File: src/rtl/vga_pkg.sv
// Shared VGA 640x480@60 timing defaults, counter width and scheduler states.
package vga_pkg;

  localparam int CNT_W = 10;

  localparam int VGA_H_VISIBLE = 640;
  localparam int VGA_H_FP      = 16;
  localparam int VGA_H_SYNC    = 96;
  localparam int VGA_H_BP      = 48;
  localparam int VGA_H_TOTAL   = VGA_H_VISIBLE + VGA_H_FP
                               + VGA_H_SYNC + VGA_H_BP;

  localparam int VGA_V_VISIBLE = 480;
  localparam int VGA_V_FP      = 10;
  localparam int VGA_V_SYNC    = 2;
  localparam int VGA_V_BP      = 33;
  localparam int VGA_V_TOTAL   = VGA_V_VISIBLE + VGA_V_FP
                               + VGA_V_SYNC + VGA_V_BP;

  typedef enum logic {
    S_WAIT = 1'b0,
    S_REQ  = 1'b1
  } sched_state_e;

endpackage

File: src/rtl/vga_sync_counter.sv
// Pixel-clock divider plus horizontal/vertical raster counters.
module vga_sync_counter
  import vga_pkg::*;
#(
  parameter int CLK_DIV = 4,
  parameter int H_TOTAL = VGA_H_TOTAL,
  parameter int V_TOTAL = VGA_V_TOTAL
) (
  input  logic             i_clk,
  input  logic             i_reset,
  output logic             o_pixel_tick,
  output logic             o_line_wrap,
  output logic             o_frame_tick,
  output logic [CNT_W-1:0] o_h_cnt,
  output logic [CNT_W-1:0] o_v_cnt
);

  localparam int DIV_W = (CLK_DIV > 2) ? $clog2(CLK_DIV) : 1;
  localparam logic [DIV_W-1:0] DIV_LAST = DIV_W'(CLK_DIV - 1);
  localparam logic [CNT_W-1:0] H_LAST = CNT_W'(H_TOTAL - 1);
  localparam logic [CNT_W-1:0] V_LAST = CNT_W'(V_TOTAL - 1);

  logic [DIV_W-1:0] r_div;
  logic [CNT_W-1:0] r_h;
  logic [CNT_W-1:0] r_v;
  logic             w_tick;
  logic             w_h_wrap;
  logic             w_v_last;

  assign w_tick   = (r_div == DIV_LAST);
  assign w_h_wrap = w_tick && (r_h == H_LAST);
  assign w_v_last = (r_v == V_LAST);

  always_ff @(posedge i_clk) begin
    if (i_reset) begin
      r_div <= '0;
      r_h   <= '0;
      r_v   <= '0;
    end else begin
      r_div <= w_tick ? '0 : r_div + 1'b1;
      if (w_tick) begin
        r_h <= w_h_wrap ? '0 : r_h + 1'b1;
      end
      if (w_h_wrap) begin
        r_v <= w_v_last ? '0 : r_v + 1'b1;
      end
    end
  end

  assign o_pixel_tick = w_tick;
  assign o_line_wrap  = w_h_wrap;
  assign o_frame_tick = w_h_wrap && w_v_last;
  assign o_h_cnt      = r_h;
  assign o_v_cnt      = r_v;

endmodule

File: src/rtl/vga_frame_scheduler.sv
// VGA timing, sync decode and vblank-aligned generation scheduler.
// Define GEN_PAUSE_EN to add pause/step control of generation requests.
module vga_frame_scheduler
  import vga_pkg::*;
#(
  parameter int CLK_DIV        = 4,
  parameter int H_VISIBLE      = VGA_H_VISIBLE,
  parameter int H_FP           = VGA_H_FP,
  parameter int H_SYNC         = VGA_H_SYNC,
  parameter int H_BP           = VGA_H_BP,
  parameter int V_VISIBLE      = VGA_V_VISIBLE,
  parameter int V_FP           = VGA_V_FP,
  parameter int V_SYNC         = VGA_V_SYNC,
  parameter int V_BP           = VGA_V_BP,
  parameter int FRAMES_PER_GEN = 30
) (
  input  logic             i_clk,
  input  logic             i_reset,
  input  logic             i_gen_ack,
`ifdef GEN_PAUSE_EN
  input  logic             i_pause,
  input  logic             i_step,
`endif
  output logic             o_pixel_tick,
  output logic             o_hsync,
  output logic             o_vsync,
  output logic             o_video_on,
  output logic [CNT_W-1:0] o_x,
  output logic [CNT_W-1:0] o_y,
  output logic             o_frame_tick,
  output logic             o_gen_req,
  output logic             o_gen_overrun
);

  localparam int H_TOTAL = H_VISIBLE + H_FP + H_SYNC + H_BP;
  localparam int V_TOTAL = V_VISIBLE + V_FP + V_SYNC + V_BP;
  localparam int FRM_W   = $clog2(FRAMES_PER_GEN + 1);

  localparam logic [CNT_W-1:0] H_VIS = CNT_W'(H_VISIBLE);
  localparam logic [CNT_W-1:0] V_VIS = CNT_W'(V_VISIBLE);
  localparam logic [CNT_W-1:0] HS_B  = CNT_W'(H_VISIBLE + H_FP);
  localparam logic [CNT_W-1:0] HS_E  = CNT_W'(H_VISIBLE + H_FP + H_SYNC - 1);
  localparam logic [CNT_W-1:0] VS_B  = CNT_W'(V_VISIBLE + V_FP);
  localparam logic [CNT_W-1:0] VS_E  = CNT_W'(V_VISIBLE + V_FP + V_SYNC - 1);
  localparam logic [CNT_W-1:0] VB_PRE = CNT_W'(V_VISIBLE - 1);
  localparam logic [FRM_W-1:0] FRM_LAST = FRM_W'(FRAMES_PER_GEN - 1);

  logic             w_tick;
  logic             w_line_wrap;
  logic             w_frame_tick;
  logic [CNT_W-1:0] w_h;
  logic [CNT_W-1:0] w_v;
  logic             w_vblank;

  vga_sync_counter #(
    .CLK_DIV (CLK_DIV),
    .H_TOTAL (H_TOTAL),
    .V_TOTAL (V_TOTAL)
  ) u_cnt (
    .i_clk        (i_clk),
    .i_reset      (i_reset),
    .o_pixel_tick (w_tick),
    .o_line_wrap  (w_line_wrap),
    .o_frame_tick (w_frame_tick),
    .o_h_cnt      (w_h),
    .o_v_cnt      (w_v)
  );

  // vblank begins on the line wrap that takes v_cnt to V_VISIBLE
  assign w_vblank = w_line_wrap && (w_v == VB_PRE);

  logic [CNT_W-1:0] r_x;
  logic [CNT_W-1:0] r_y;
  logic             r_hsync;
  logic             r_vsync;
  logic             r_video_on;

  always_ff @(posedge i_clk) begin
    if (i_reset) begin
      r_x        <= '0;
      r_y        <= '0;
      r_hsync    <= 1'b1;
      r_vsync    <= 1'b1;
      r_video_on <= 1'b0;
    end else begin
      r_x        <= w_h;
      r_y        <= w_v;
      r_hsync    <= !((w_h >= HS_B) && (w_h <= HS_E));
      r_vsync    <= !((w_v >= VS_B) && (w_v <= VS_E));
      r_video_on <= (w_h < H_VIS) && (w_v < V_VIS);
    end
  end

  sched_state_e     r_state;
  sched_state_e     w_state_nxt;
  logic [FRM_W-1:0] r_frm;
  logic [FRM_W-1:0] w_frm_nxt;
  logic             r_ovr;
  logic             w_ovr_nxt;
  logic             w_hold;
  logic             w_armed;

`ifdef GEN_PAUSE_EN
  logic r_arm;
  logic w_arm_nxt;

  assign w_hold  = i_pause;
  assign w_armed = r_arm;

  always_comb begin
    w_arm_nxt = r_arm;
    if (r_state == S_WAIT) begin
      if (w_vblank && r_arm) begin
        w_arm_nxt = 1'b0;
      end else if (i_pause && i_step) begin
        w_arm_nxt = 1'b1;
      end
    end
  end

  always_ff @(posedge i_clk) begin
    if (i_reset) begin
      r_arm <= 1'b0;
    end else begin
      r_arm <= w_arm_nxt;
    end
  end
`else
  assign w_hold  = 1'b0;
  assign w_armed = 1'b0;
`endif

  always_comb begin
    w_state_nxt = r_state;
    w_frm_nxt   = r_frm;
    w_ovr_nxt   = r_ovr;
    unique case (r_state)
      S_WAIT: begin
        if (w_vblank) begin
          if (w_armed) begin
            w_state_nxt = S_REQ;
          end else if (!w_hold) begin
            if (r_frm == FRM_LAST) begin
              w_frm_nxt   = '0;
              w_state_nxt = S_REQ;
            end else begin
              w_frm_nxt = r_frm + 1'b1;
            end
          end
        end
      end
      S_REQ: begin
        // ack beats a coincident frame_tick
        if (i_gen_ack) begin
          w_state_nxt = S_WAIT;
        end else if (w_frame_tick) begin
          w_ovr_nxt = 1'b1;
        end
      end
      default: w_state_nxt = S_WAIT;
    endcase
  end

  always_ff @(posedge i_clk) begin
    if (i_reset) begin
      r_state <= S_WAIT;
      r_frm   <= '0;
      r_ovr   <= 1'b0;
    end else begin
      r_state <= w_state_nxt;
      r_frm   <= w_frm_nxt;
      r_ovr   <= w_ovr_nxt;
    end
  end

  assign o_pixel_tick  = w_tick;
  assign o_frame_tick  = w_frame_tick;
  assign o_hsync       = r_hsync;
  assign o_vsync       = r_vsync;
  assign o_video_on    = r_video_on;
  assign o_x           = r_x;
  assign o_y           = r_y;
  assign o_gen_req     = (r_state == S_REQ);
  assign o_gen_overrun = r_ovr;

endmodule

File: config.mk
export PLATFORM = sky130hd
export DESIGN_NAME = vga_frame_scheduler
export DESIGN_NICKNAME = d
export VERILOG_FILES = /design/src/rtl/vga_pkg.sv /design/src/rtl/vga_sync_counter.sv /design/src/rtl/vga_frame_scheduler.sv
export SDC_FILE = /design/constraint.sdc
export NUM_CORES = 1
export LEC_CHECK = 0
export BUFFER_PORTS_ARGS = -buffer_cell sky130_fd_sc_hd__buf_4
export CORE_UTILIZATION = 40
export CTS_BUF_LIST = sky130_fd_sc_hd__clkbuf_16
export DETAILED_ROUTE_END_ITERATION = 8
export PLACE_DENSITY = 0.64
export SETUP_SLACK_MARGIN = 0.2
export SKIP_LAST_GASP = 1
export SYNTH_ARGS = -nofsm -noshare
export SYNTH_HDL_FRONTEND = slang
export SYNTH_SLANG_ARGS = --single-unit
export TNS_END_PERCENT = 100
File: constraint.sdc
create_clock -name i_clk -period 2 [get_ports i_clk]
set_clock_uncertainty 0.05 [all_clocks]
set_input_delay 0.3 -clock i_clk [delete_from_list [all_inputs] [get_ports i_clk]]
set_output_delay 0.3 -clock i_clk [all_outputs]
set_load 0.005 [all_outputs]
Word level (Yosys, flattened, before mapping)
Index checks and enable logic that the tools add are counted.
{"block": "op_classes", "mux": 7, "n_bitwise": 2, "n_reduce_logical": 11, "n_addsub": 4, "order_cmp": 6, "eq_ne": 5}
{"operator": "10-bit by 1-bit adder with 10-bit output, second input constant", "count": 2}
{"operator": "10-bit equality test, second input constant", "count": 2}
{"operator": "10-bit 2-to-1 mux", "count": 2}
{"operator": "10-bit by 9-bit equality test with 1-bit output, second input constant", "count": 1}
{"operator": "10-bit greater-or-equal comparator, second input constant", "count": 1}
{"operator": "10-bit by 9-bit greater-or-equal comparator with 1-bit output, second input constant", "count": 1}
{"operator": "10-bit less-or-equal comparator, second input constant", "count": 1}
{"operator": "10-bit by 9-bit less-or-equal comparator with 1-bit output, second input constant", "count": 1}
{"operator": "10-bit < comparator, second input constant", "count": 1}
{"operator": "10-bit by 9-bit < comparator with 1-bit output, second input constant", "count": 1}
{"operator": "1-bit logical AND", "count": 6}
{"operator": "5-bit by 1-bit adder with 5-bit output, second input constant", "count": 1}
{"operator": "5-bit equality test, second input constant", "count": 1}
{"operator": "5-bit 2-to-1 mux", "count": 1}
{"operator": "1-bit 2-to-1 mux", "count": 3}
{"operator": "3-bit AND reduction", "count": 1}
{"operator": "2-bit by 1-bit adder with 2-bit output, second input constant", "count": 1}
{"operator": "2-bit equality test, second input constant", "count": 1}
{"operator": "1-bit logical NOT", "count": 2}
{"operator": "1-bit NOT", "count": 2}
{"operator": "1-bit one-hot mux with 2 select lines", "count": 1}
{"operator": "2-bit AND reduction", "count": 1}
{"operator": "2-bit OR reduction", "count": 1}
{"block": "totals", "ff_bits": 52, "inputBits": 3}

Logic depth before layout (Yosys ltp)
Gate-level depths: netlist (run 1).
{"block": "logic_depth", "word_depth": 5, "mapped_depth": 9}

By module
A second synthesis (run 1) with hierarchy kept.
{"block": "hier_totals", "cells_unflattened": 222, "hier_area_um2": 2145.8}
{"mod": "vga_sync_counter", "n_inst": 1, "cells_each": 125, "area_per_inst_um2": 1088.5}
{"mod": "vga_frame_scheduler", "n_inst": 1, "cells_each": 97, "area_per_inst_um2": 1057.3}

Least setup slack after synthesis (run 1)
OpenSTA, ideal clock, no wires.
{"block": "synth_path", "path_type": "reg2reg", "start": "reg u_cnt.r_div[0]", "end": "reg u_cnt.r_v[9] (netlist: u_cnt.o_v_cnt[9])", "t_arrival_ns": 1.737, "required_time_ns": 1.813, "synth_period_minus_slack_ns": 1.923, "stages_incl_launch_ff": 10, "setup_time_ns": 0.137, "setup_slack_ns": 0.077, "cell_sequence": "dfxtp_1 -> ha_1 -> buf_4 -> and4_1 -> buf_4 -> nand4_1 -> buf_2 -> buf_2 -> o41ai_1 -> a21oi_1"}
{"block": "synth_via", "elab_chain_len": 2}
{"element": "from (decl)", "line": "vga_sync_counter.sv:23", "source": "logic [DIV_W-1:0] r_div;"}
{"element": "from (signal assigned)", "line": "vga_sync_counter.sv:40", "source": "r_div <= w_tick ? '0 : r_div + 1'b1;"}
{"element": "2-bit equality test", "line": "vga_sync_counter.sv:30", "source": "assign w_tick = (r_div == DIV_LAST);"}
{"element": "named net o_pixel_tick", "line": "vga_frame_scheduler.sv:24", "source": "output logic o_pixel_tick,"}
{"element": "1-bit logical AND", "line": "vga_sync_counter.sv:31", "source": "assign w_h_wrap = w_tick && (r_h == H_LAST);"}
{"element": "to (signal assigned)", "line": "vga_sync_counter.sv:45", "source": "r_v <= w_v_last ? '0 : r_v + 1'b1;"}
{"element": "to (decl)", "line": "vga_sync_counter.sv:25", "source": "logic [CNT_W-1:0] r_v;"}
The timed path passes the listed nets, and every way through them passes these cells.
A chain may end at the register's enable or synchronous reset.

Worst setup path after layout (run 1)
{"block": "layout_path", "start": "reg u_cnt.r_h[0] (netlist: u_cnt.o_h_cnt[0])", "end": "reg u_cnt.r_v[5] (netlist: u_cnt.o_v_cnt[5])"}
{"block": "layout_via", "elab_chain_len": 2}
{"element": "from (decl)", "line": "vga_sync_counter.sv:24", "source": "logic [CNT_W-1:0] r_h;"}
{"element": "from (signal assigned)", "line": "vga_sync_counter.sv:42", "source": "r_h <= w_h_wrap ? '0 : r_h + 1'b1;"}
{"element": "10-bit equality test", "line": "vga_sync_counter.sv:31"}
{"element": "1-bit logical AND", "line": "vga_sync_counter.sv:31"}
Every way passes these cells.

==> metrics, run 1 <==
Required @ worst endpoint 2.18 ns; Mapped Area between 2000 and 2500 um^2; Max Freq 503.8 MHz; RSZ-0062 raised after global routing true; largest net degree at the start of global routing 29; Vias/cell 5.191; Critical Path Max Stage Delay roughly 0.48 ns; Initial Utilization about two fifths; Core Region about 5000 um^2; crit path from u_cnt.o_h_cnt[0]$_SDFFE_PP0P_; Worst R2R Path Depth 7; non-filler cells, final 350; total gr overflow 0; Syn Area/Cell between 9 and 10 um^2; Synth Net Count approximately 240; clock share of power a little under half; DR WL met2 2391 um; # diodes 0; register area share after synthesis 49.49%; P_sw 416.5 uW; Comb pwr share 2.6%; internal power 1.654 mW; fillers 440; Max Slew Vio Count 0; ordered cell list for the critical path ha_4 -> and4_1 -> nand4_1 -> buf_12 -> buf_6 -> or4_1 -> a21oi_1; Setup WS post-layout approximately 0.015 ns; final net count 290; leading area contributor after synthesis dfxtp_1; register-to-register setup slack about 0.015 ns; routed vias approximately 1,800; crit end category flip-flop; Synth top area share approximately 49%; highest routed layer met4; Post-synth ARST share 0%; switching share of power between 20 and 25%; die area about 5600 um^2; first-pass iteration count of the detailed router 5; hold buffer count at CTS 0; Lkg Pwr 1.128 nW; clock buffers created by TritonCTS 5; critical path arrival 2.17 ns; Flop pwr share 50.7%; Core Rows 26; Tcrit/Tclk final between 90% and 100%; Pwr Density between 600 and 700 nW/um^2; Fin Hold WS about 0.25 ns; Avg WL per Cell roughly 14 um; CTS sink count 52; Worst Path Max Fanout 6; die height 74.52 um; post-synth cell types 38; All-Layer GR Usage between 10% and 20%; RR Endpoint u_cnt.o_v_cnt[5]$_SDFFE_PP0N_; minimum clock period between 1.5 and 2 ns; clk_lat worst skew between 0.2 and 0.3 ns; dominant synthesized flop cell dfxtp_1; CTS max path bufs 2; status complete, no violations; input/output buffers 29; initial antenna violation count 0; H-tree levels 2; Final TNS setup 0 ns; wl on met1 2193 um; max cap viols 0; most common cell in the netlist dfxtp_1; Power Total between 2 and 2.5 mW; num ports 30; Routed WL just under 5000 um; RePlAce Congestion a little under 0.8; CTS tree done; Least-Margin Pin Slew ~0.33 ns; CTS root buf clkbuf_16; Syn Inst Count 226; Iteration-0 DRC Markers about 140; area occupied by multi-input gates between 1000 and 1500 um^2; Clk pin slew, worst setup/hold paths about 0.070 ns; WL met3 266 um; CP startpoint kind flip-flop; share of cells above drive strength 1 35.36%; Rel. slew slack roughly 80%; Setup CP Type flip-flop to flip-flop; FF-to-FF Start u_cnt.o_h_cnt[0]$_SDFFE_PP0P_; Yosys warnings 0; FF+latch area approximately 1100 um^2; vias in the first global route 1,541; area delta synth->final 41.64%; CP endpoint u_cnt.o_v_cnt[5]$_SDFFE_PP0N_; VDD IR-drop max ~340 uV; # setup viols final 0; first-pass GRT wire length between 7000 and 8000 um; pre-CTS setup slack ~0.11 ns; number of synthesized flops with an enable pin 0; CP max-delay cell or4_1; Routed Antenna Nets 0; Placed Cells roughly 330; # DRC 0; ranking of synthesized cells by area dfxtp_1 49%, ha_1 4.8%, nor2b_1 4.8%; Hold Fails Final Rpt 0; synth cell count leaders 52 x dfxtp_1, 18 x nor2_1, 16 x nor2b_1, 15 x a21oi_1, 13 x nand2_1; Hold WC Path Type input port to flip-flop; DP Wirelength about 2900 um; FF+latch count, synth 52; chip width ~75 um
==> how the worst min path moves through the flow <==
stage                                 to  cells after the start                 startpoint
2_1_floorplan  u_cnt.r_div[0]$_SDFF_PP0_                      1  u_cnt.r_div[0]$_SDFF_PP0_
3_3_place_gp   u_cnt.r_div[0]$_SDFF_PP0_                      1  u_cnt.r_div[0]$_SDFF_PP0_
3_5_place_dp   u_cnt.r_div[0]$_SDFF_PP0_                      1  u_cnt.r_div[0]$_SDFF_PP0_
4_1_cts             o_gen_req$_SDFF_PP0_                      3                  i_gen_ack
5_1_grt             o_gen_req$_SDFF_PP0_                      3                  i_gen_ack
6_report            o_gen_req$_SDFF_PP0_                      3                  i_gen_ack
==> timing repair <==
| action | 4_1_cts | 5_1_grt |
|---|---|---|
| gates resized for setup | 13 | 38 |
| pin swaps | 14 | 18 |
| setup endpoints to repair | 6 | 21 |
| gates cloned | 2 | 0 |
| buffers inserted | 7 | 7 |
| endpoints found under the hold margin | 0 | 0 |
==> cell usage in the layout (no fill, tap or decap), types with 3 or more instances in the layout <==
| cell | count |
|---|---|
| o21ai_1 | 3 |
| and3_1 | 3 |
| dfxtp_2 | 6 |
| ha_4 | 3 |
| clkbuf_16 | 5 |
| a21oi_1 | 11 |
| nor2b_1 | 16 |
| nand3_1 | 9 |
| a21oi_2 | 4 |
| o21ai_0 | 5 |
| and4_1 | 4 |
| nor3_1 | 9 |
| buf_6 | 5 |
| xor2_1 | 4 |
| buf_4 | 50 |
| nand4_1 | 7 |
| nand2_1 | 13 |
| nor2_1 | 17 |
| dfxtp_1 | 44 |
| ha_1 | 5 |
| xnor2_1 | 4 |
| or4_1 | 5 |
| inv_1 | 5 |
==> metal layers <==
| layer | GRT usage (%) | vias up |
|---|---|---|
| met5 | 0 | - |
| met4 | 7.547 | 0 |
| met3 | 4.607 | 11 |
| met2 | 27.93 | 62 |
| met1 | 22.98 | 843 |
| li1 | - | 901 |
==> stage by stage <==
step / util, % / area (um^2)
after CTS: 55.15 / 2799
after global placement: 48.82 / 2477
after detailed placement: 48.82 / 2477
after floorplan: - / 2142
final: 58.70 / 2979
after global routing: 58.70 / 2979
==> worst max-delay path: cells and delay by family, from the launching register on <==
family                     cells  cell delay (ns)
and+or+nand+nor                3             0.93
AOI/OAI and AO/OA              1             0.13
DFF                            1             0.35
buffers and inverters          2             0.33
adders and majority gates      1             0.13
==> power by group through the flow <==
stage                     Sequential [mW]  Clock (mW)  Combinational (mW)
after detailed placement             1.08           0              0.0499
after CTS                            1.05       0.979              0.0528
after global routing                 1.05        1.03              0.0618
after floorplan                      1.07           0              0.0323
after global placement               1.07           0              0.0491
final                                1.05       0.968              0.0533
==> sequential cells by signal, indices dropped and copies added, names as in the netlist <==
register and flops:
r_frm 5, o_gen_overrun 1, o_x 10, o_hsync 1
o_gen_req 1, o_video_on 1, u_cnt.o_v_cnt 10, o_vsync 1
u_cnt.r_div 2, o_y 10, u_cnt.o_h_cnt 10
==> logic make-up after synthesis <==
group                      synth area share, %
AOI/OAI and AO/OA                        10.53
buffers and inverters                    4.283
and+or+nand+nor                          27.60
DFF                                      49.49
adders and majority gates                4.759
xor gates and xnor gates                 3.331
==> layout make-up <==
class                           count  share of cell area (%)
Timing Repair Buffer               58                   17.01
Clock inverter                      3                   1.428
Inverter                            7                   1.050
Clock buffer                        5                   4.200
Multi-Input combinational cell    155                   37.93
Tap cell                           70                   2.940
Sequential cell                    52                   35.45
Note: power is estimated with default switching activity, not from simulation.
==> run 2, diff against run 1 <==
CORE_ASPECT_RATIO = 2   (was unset)
SKIP_LAST_GASP = unset   (was 1)
TNS_END_PERCENT = 50   (was 100)
==> run 2 against run 1 <==
Against the previous run: sequential power about the same; clock-buffer cell count unchanged; clock power decreased by 2%; critical path depth decreased by 1; largest cell class unchanged; largest power group unchanged.
==> metrics, run 2 (synthesis gave the netlist of run 1 again) <==
status complete, no violations; # setup viols final 0 (unchanged); clock buffers created by TritonCTS 5 (unchanged); CTS tree done; Max Slew Vio Count 0 (unchanged); max cap viols 0 (unchanged); area occupied by multi-input gates 1059 um^2 (-6.3%); final net count 285 (-1.7%); WL met3 172 um (-35%); Final TNS setup 0 ns (unchanged); crit end category primary output; Routed WL 4628 um (-6.5%); CTS sink count 52 (unchanged); Iteration-0 DRC Markers 26 (-82%); num ports 30 (unchanged); Core Region 5092 um^2 (+0.35%); first-pass GRT wire length 7728 um (+6.2%); register-to-register setup slack 0.11 ns (+0.09 ns); Lkg Pwr 1.075 nW (-4.7%); die area 5570 um^2 (+0.31%); Rel. slew slack 73.87% (-4.3 points); Vias/cell 5.441 (+4.8%); clk_lat worst skew 0.29 ns (about the same); share of cells above drive strength 1 29.45% (-5.9 points); commonest non-fill, non-tap cell in the layout buf_4; largest net degree at the start of global routing 40 (+38%); Hold WC Path Type input port to flip-flop; area delta synth->final 35.04%; most frequent cells in the layout 47 x buf_4, 44 x dfxtp_1, 17 x nor2_1; fillers 479 (+8.9%); Initial Utilization 41.30% (-0.14 points); Setup CP Type flip-flop to primary output; Least-Margin Pin Slew 0.3920 ns (+0.06524 ns); highest routed layer met4; FF+latch area 1056 um^2 (unchanged); vias in the first global route 1,634 (+6.0%); non-filler cells, final 333 (-4.9%); CTS max path bufs 2 (unchanged); CP max-delay cell dfxtp_4; critical path arrival 1.55 ns (-0.62 ns); Placed Cells 308 (-5.5%); # DRC 0 (unchanged); # diodes 0 (unchanged); Core Rows 37 (+42%); VDD IR-drop max 675.4 uV (+99%); total gr overflow 0 (unchanged); die height 104.6 um (+40%); CP startpoint kind flip-flop; Worst Path Max Fanout 6 (unchanged); DR WL met2 2440 um (+2.0%); routed vias 1,812 (-0.28%); H-tree levels 2 (unchanged); Pwr Density 723.5 nW/um^2 (+4.1%); first-pass iteration count of the detailed router 4 (-1); Clk pin slew, worst setup/hold paths 0.06 ns (about the same); initial antenna violation count 0 (unchanged); final core occ 55.77% (-2.9 points); CTS root buf clkbuf_16; input/output buffers 29 (unchanged); chip width 53.28 um (-29%); minimum clock period 1.900 ns (-0.08502 ns); Avg WL per Cell 13.90 um (-1.8%); RSZ-0062 raised after global routing true; ordered cell list for the critical path inv_4 -> ha_2 -> nor4b_4 -> nand4_1 -> nor2_4 -> buf_6; Tcrit/Tclk final 94.99% (-4.3 points); Max Freq 526.4 MHz (+4.5%); All-Layer GR Usage 18.87% (+1.1 points); wl on met1 1875 um (-15%); Hold Fails Final Rpt 0 (unchanged); Required @ worst endpoint 1.65 ns (-0.53 ns); RePlAce Congestion 0.7509 (-4.6%); Critical Path Max Stage Delay 0.37 ns (-0.11 ns); DP Wirelength 2858 um (-0.84%); Routed Antenna Nets 0 (unchanged)
run 2: cell types whose count changed in the layout (fill, tap and decap cells not counted), sizes merged:
cell | before | now
buf | 58 | 53
clkinv | 1 | 2
clkinvlp | 1 | 0
run 2: worst max-delay path, delay by kind of cell (launching register included):
kind / cells / cell delay, ns
buffers and inverters: 2 / 0.16
adder cells (fa/ha/maj): 1 / 0.17
AND/OR/NAND/NOR: 3 / 0.56
flip-flops: 1 / 0.37
run 2: repair_timing:
action	in CTS	in global routing
hold buffers	0	0
buffers inserted	10	5
pin swaps	11	8
setup endpoints to repair	7	15
endpoints found under the hold margin	0	0
resized for setup	16	13
gates cloned	2	0
run 2: where the power goes:
group | total, mW | internal, mW | switching, mW | leakage, nW
logic | 0.0529 | 0.0232 | 0.0296 | 0.572
registers | 1.05 | 1.04 | 0.00599 | 0.424
clock network | 0.953 | 0.582 | 0.371 | 0.0789
run 2: area by class of cell:
cell class	count	area share, %
Tap cell	58	2.555
Sequential cell	52	37.18
Multi-Input combinational cell	155	37.27
Clock buffer	5	4.405
Timing Repair Buffer	53	16.26
Inverter	7	1.013
Clock inverter	3	1.322
run 2: path summary, 6_finish.rpt:
| path | cells after the start | to | from |
|---|---|---|---|
| setup / recovery | 6 | o_frame_tick | u_cnt.o_v_cnt[0]$_SDFFE_PP0N_ |
| hold / removal | 3 | o_gen_req$_SDFF_PP0_ | i_gen_ack |
| setup reg to reg | 7 | u_cnt.o_v_cnt[8]$_SDFFE_PP0N_ | u_cnt.o_h_cnt[1]$_SDFFE_PP0P_ |
| hold reg to reg | 1 | u_cnt.r_div[0]$_SDFF_PP0_ | u_cnt.r_div[0]$_SDFF_PP0_ |
run 2: metal layers:
layer | track usage [%] | up-vias
met1 | 21.85 | 868
met3 | 3.493 | 10
met5 | 0 | -
met4 | 10.71 | 0
met2 | 30.80 | 42
li1 | - | 892
run 2: through the flow:
step / hold slack [ns] / total power, mW / instance area, um^2 / setup slack [ns]
detailed placement: 0.3782 / 1.124 / 2417 / 0.1175
global route: 0.2707 / 2.116 / 2840 / 0.01731
CTS: 0.2457 / 2.068 / 2756 / 0.05328
global placement: 0.3695 / 1.122 / 2417 / 0.1815
floorplan: 0.3625 / 1.107 / 2142 / 0.1766
finish: 0.2454 / 2.055 / 2840 / 0.1003
